File: src/rtl/mdio_master.sv
// Clause-22 MDIO management master: serialises preamble plus a 32-bit frame on mdc/mdio
// and captures read data with a no-PHY flag taken from the second turnaround bit.
//
// state | meaning
// IDLE  | waiting for a command, cmd_ready high, mdc parked low
// SHIFT | serialising frame bits, mdc toggling every CLK_DIV cycles
// DONE  | one-cycle completion, rd_valid pulses for reads
module mdio_master #(
  parameter int CLK_DIV = 10,
  parameter int PRE_LEN = 32
) (
  input  logic        clk,
  input  logic        rst,
  input  logic        cmd_valid,
  output logic        cmd_ready,
  input  logic        cmd_write,
  input  logic [4:0]  cmd_phyad,
  input  logic [4:0]  cmd_regad,
  input  logic [15:0] cmd_wdata,
  output logic        busy,
  output logic        rd_valid,
  output logic [15:0] rd_data,
  output logic        rd_err,
  output logic        mdc,
  output logic        mdio_o,
  output logic        mdio_oe,
  input  logic        mdio_i
);

  localparam int NBITS = PRE_LEN + 32;

  typedef enum logic [1:0] {IDLE = 2'd0, SHIFT = 2'd1, DONE = 2'd2} state_t;

  state_t      state, state_nx;
  logic [7:0]  div_cnt;
  logic        phase;
  logic [5:0]  bits_left;
  logic [31:0] shreg;
  logic        op_write;
  logic [1:0]  mdi_sync;
  logic [14:0] rd_shift;
  logic        err_cand;
  logic        accept, bit_end, last_bit, in_pre;

  assign accept   = cmd_valid && (state == IDLE);
  // bits_left counts down from NBITS-1; values of 32 and above are preamble bits
  assign in_pre   = bits_left[5];
  assign bit_end  = (state == SHIFT) && phase && (div_cnt == 8'd0);
  assign last_bit = (bits_left == 6'd0);

  always_ff @(posedge clk or posedge rst) begin
    if (rst) begin
      state     <= IDLE;
      div_cnt   <= 8'd0;
      phase     <= 1'b0;
      bits_left <= 6'd0;
      shreg     <= 32'd0;
      op_write  <= 1'b0;
      mdi_sync  <= 2'b00;
      rd_shift  <= 15'd0;
      err_cand  <= 1'b0;
      rd_data   <= 16'd0;
      rd_err    <= 1'b0;
    end else begin
      state    <= state_nx;
      mdi_sync <= {mdi_sync[0], mdio_i};
      if (accept) begin
        shreg     <= {2'b01, (cmd_write ? 2'b01 : 2'b10), cmd_phyad, cmd_regad,
                      (cmd_write ? 2'b10 : 2'b11), (cmd_write ? cmd_wdata : 16'hFFFF)};
        op_write  <= cmd_write;
        div_cnt   <= 8'(CLK_DIV - 1);
        phase     <= 1'b0;
        bits_left <= 6'(NBITS - 1);
      end else if (state == SHIFT) begin
        if (div_cnt == 8'd0) begin
          div_cnt <= 8'(CLK_DIV - 1);
          phase   <= ~phase;
        end else begin
          div_cnt <= div_cnt - 8'd1;
        end
        if (bit_end) begin
          bits_left <= bits_left - 6'd1;
          if (!in_pre) shreg <= {shreg[30:0], 1'b1};
          // sample on the last high-phase cycle: bits_left 16 is TA bit 2, 15..0 are data
          if (!op_write) begin
            if (bits_left == 6'd16) err_cand <= mdi_sync[1];
            if (bits_left[5:4] == 2'b00) rd_shift <= {rd_shift[13:0], mdi_sync[1]};
            if (last_bit) begin
              rd_data <= {rd_shift, mdi_sync[1]};
              rd_err  <= err_cand;
            end
          end
        end
      end
    end
  end

  always_comb begin
    state_nx = state;
    case (state)
      IDLE:    if (accept) state_nx = SHIFT;
      SHIFT:   if (bit_end && last_bit) state_nx = DONE;
      DONE:    state_nx = IDLE;
      default: state_nx = IDLE;
    endcase
  end

  assign cmd_ready = (state == IDLE);
  assign busy      = (state != IDLE);
  assign rd_valid  = (state == DONE) && !op_write;
  assign mdc       = phase;
  // reads release the line from the first turnaround bit onward
  assign mdio_oe   = (state == SHIFT) && (op_write || (bits_left > 6'd17));
  assign mdio_o    = (state != SHIFT) || in_pre || shreg[31];

endmodule

File: config.mk
export PLATFORM = sky130hd
export DESIGN_NAME = mdio_master
export DESIGN_NICKNAME = d
export VERILOG_FILES = /design/src/rtl/mdio_master.sv
export SDC_FILE = /design/constraint.sdc
export NUM_CORES = 1
export LEC_CHECK = 0
export ABC_AREA = 1
export BUFFER_PORTS_ARGS = -buffer_cell sky130_fd_sc_hd__buf_2
export CAP_MARGIN = 30
export CORE_ASPECT_RATIO = 1.25
export CORE_MARGIN = 3
export CORE_UTILIZATION = 35
export DETAILED_ROUTE_END_ITERATION = 16
export GPL_TIMING_DRIVEN = 0
export HOLD_SLACK_MARGIN = 0.05
export PLACE_DENSITY = 0.6
export SLEW_MARGIN = 10
export SYNTH_ARGS = -nofsm -noshare
export SYNTH_HDL_FRONTEND = slang
export SYNTH_SLANG_ARGS = --single-unit
File: constraint.sdc
create_clock -name clk -period 5.4 [get_ports clk]
set_input_delay 0 -clock clk [delete_from_list [all_inputs] [get_ports clk]]
set_output_delay 0 -clock clk [all_outputs]
set_load 0.03 [all_outputs]
==> flow_summary.json <==
{
  "run_status": "finished, final reports clean",
  "track_usage_pct": 16.0,
  "finalWorstSetupSlack_ps": 3410,
  "first_global_vias": 3722,
  "number_of_filler_instances_in_the_final_layout": 1144,
  "internal-power_mw": 0.983,
  "timing.final.max_slew_violations": 0,
  "clock_skews_ps": 7.30,
  "buffer_ports.inserted": 53,
  "num_io_pins": 54,
  "rows": 43,
  "detailedPlacementHpwl_um": 6480,
  "worstPathCellList": "inv_1 -> ha_1 -> nand3_1 -> nor2_4 -> nand3_2 -> nand2_1 -> buf_4 -> buf_6 -> nand2_1 -> nand2_1",
  "worstHoldPathCells": 4,
  "n_antenna_cell": 0,
  "area_inside_the_core_boundary_um2": 11300,
  "asyncSetResetFlopFracSynth_pct": 100,
  "worst_hold_startpoint": "cmd_valid",
  "hp-class": "in -> reg",
  "worst_case_headroom_to_the_max_slew_limit_pct": 65.8,
  "critPathBufInv": 3,
  "synth_area_per_cell_um2": 7.84,
  "regToRegStartpoint": "div_cnt[0]",
  "drc_violations_left": 0,
  "power_frac_comb_pct": 3.4,
  "synthToLayoutAreaGrowth_pct": 25.0,
  "final_period_minus_worst_setup_slack_ps": 1990,
  "pwr-share-clk_pct": 45.7,
  "ff2ff_setup_slack_ps": 3410,
  "numCtsBuffers": 9,
  "max-clock-path-buffers": 2,
  "maximum_number_of_pins_on_one_net_before_global_route_repair": 49,
  "nNetsFinal": 655,
  "drive_above_1_share_pct": 16.2,
  "start_util_pct": 36.4,
  "cp-end-kind": "flip-flop",
  "worstHoldEndpoint": "div_cnt[7]",
  "crit_path_start_kind": "flip-flop",
  "static-leakage-power_nw": 2.80,
  "ys_ff_latch": 85,
  "critPathMaxStageDelay_ps": 360,
  "grt_pass1_wl_um": 16800,
  "synth_edf_count": 0,
  "setup.worst_path.start": "div_cnt[0]",
  "yosysTopAreaCellShare_pct": 51.7,
  "drt_iter0_markers": 164,
  "timing.critical_path.depth": 10,
  "wl_per_cell_um": 12.5,
  "critical_path_arrival_ps": 2260,
  "highest_fanout_seen_on_the_critical_path": 10,
  "floorplan.die.height_um": 127,
  "place_inst": 714,
  "detailedRoute.firstPassIterationCount": 4,
  "reg2reg_to": "shreg[19]",
  "maxClockFrequency_mhz": 503,
  "post_cts_hold_buffer_count": 29,
  "max_slew.worst_pin.slew_ps": 513,
  "synth_top_area_cell": "dfrtp_1",
  "ir_drop_v": 0.000132,
  "timing.setup.critical_path_class": "reg -> reg",
  "power.density_cell_area_nw_per_um2": 243,
  "floorplan.die_area_um2": 13100,
  "netlist-cell-type-count": 27,
  "antenna_found_initial": 0,
  "rsz_0062_raised_after_global_routing": "no",
  "vias": 3620,
  "insertion_delay_ps": 340,
  "post-place-ws_ps": 3400,
  "cts-root-buf": "clkbuf_16",
  "largest_cells_by_area_after_synthesis": "dfrtp_1, nand2_1, nand3_1, nor2_1, inv_1",
  "gpl.final_weighted_congestion": 0.809,
  "power.sequential.fraction_pct": 50.9,
  "cts_setup_buffers": 0,
  "ys_seq_area_share_pct": 51.7,
  "cts_tree": "yes",
  "h-tree-depth": 3,
  "switchingPower_mw": 0.270,
  "critPathRequiredTime_ps": 5670,
  "hold_viol_final": 0,
  "drt.antenna.violating_nets": 0,
  "drv_cap": 0,
  "grt_remaining_overflow": 0,
  "chipWidth_um": 103,
  "synth_top_flop_cell": "dfrtp_1",
  "drt-total-wl_um": 9450,
  "swShare_pct": 21.6,
  "worst_path_most_repeated_cell": "nand2_1",
  "avgViaCountPerCell": 4.78,
  "postSynthCellCount": 525,
  "final-setup-viol-count": 0,
  "post_layout_nonfiller_instances": 758,
  "cts.sinks": 85,
  "final.setup.tns_ps": 0,
  "clk_pin_slew_worst_paths_ps": 60,
  "ys.warnings.count": 0,
  "cpLargestDelayFamily": "simple AND/OR/NAND/NOR gates",
  "worst_path_max_delay_cell": "dfrtp_1",
  "timing.reg2reg.worst_path_depth": 10,
  "timing.final.crit_share_pct": 36.8,
  "synthesis.nets": 561,
  "cts.repair.resized": 0,
  "netlist_area_um2": 4120
}
==> worst min-delay path, delay by kind of cell <==
kind	cells	cell delay (ps)
AO/OA/AOI/OAI	1	160
buffers and inverters	1	120
AND/OR/NAND/NOR	2	140
==> worst max-delay path by stage <==
stage               slack [ps]            to
finish                    3410     shreg[19]
global route              3210   rd_shift[1]
CTS                       3380   rd_shift[2]
detailed placement        3400    rd_data[1]
global placement          2100    div_cnt[3]
floorplan                 3210  bits_left[0]
==> routing by layer <==
layer / vias to the layer above / part of all wire, % / routed length, µm / GRT usage, %
met4: 0 / 1.3 / 120 / 4.65
met3: 10 / 3.7 / 352 / 3.77
met5: - / 0 / 0 / 0
li1: 1851 / - / - / -
met1: 1691 / 45 / 4300 / 19.9
met2: 68 / 49 / 4680 / 27.4
==> cell families after synthesis <==
logic type | Yosys count | share of synthesized area [%]
AOI/OAI and AO/OA | 22 | 2.80
adders and majority gates | 5 | 1.52
and+or+nand+nor | 360 | 37.9
buffers and inverters | 50 | 5.47
DFF | 85 | 51.7
xor gates and xnor gates | 3 | 0.638
==> power groups by stage <==
stage                     Clock (mW)  Combinational [mW]  Sequential [mW]
after floorplan                    0             0.00953            0.650
after global placement             0              0.0249            0.650
after detailed placement           0              0.0281            0.650
after CTS                      0.589              0.0441            0.638
after global routing           0.617              0.0482            0.638
final                          0.572              0.0427            0.638
==> area by class of cell <==
type,instances,area (µm²),area share (%)
flip-flops and latches,85,2130,41.3
multi-input cells,390,1770,34.3
repair buffers,83,583,11.3
clock buffers,10,239,4.64
well taps,135,169,3.28
plain buffers,23,124,2.41
inverters,27,104,2.02
clock inverters,5,36.3,0.705
==> registers in the layout, summed over array words and instances (netlist names) <==
name,flops
shreg,32
rd_data,16
rd_shift,15
div_cnt,8
bits_left,6
mdi_sync,2
state,2
err_cand,1
mdc,1
op_write,1
rd_err,1
==> synthesized netlist by cell type, drive strengths merged (3+ instances only) <==
cell	number
xor2	3
buf	14
nor2	72
dfrtp	85
nand3	80
o21ai	14
nand4	8
nor3	3
ha	5
nand2	196
a21oi	7
clkbuf	9
inv	27
==> placed cells by master, fill, tap and decap left out, drive strengths merged, types with 8 or more instances in the layout <==
master       Yosys  final
nand4            8      8
buf             14     68
nand3           80     80
nor2            72     72
dlygate4sd3      0     29
inv             27     28
dfrtp           85     85
nand2          196    196
clkbuf           9     19
o21ai           14     14
==> per-stage QoR <==
step	power (mW)	cell area [µm²]	util, %	hold WS, ps
after floorplan	0.659	4120	-	31.4
after global placement	0.675	4550	40.3	127
after detailed placement	0.678	4580	40.6	83.0
after CTS	1.27	5150	45.6	122
after global routing	1.30	5150	45.6	176
final	1.25	5150	45.6	126
No activity file was read; power rests on OpenSTA's default activity.
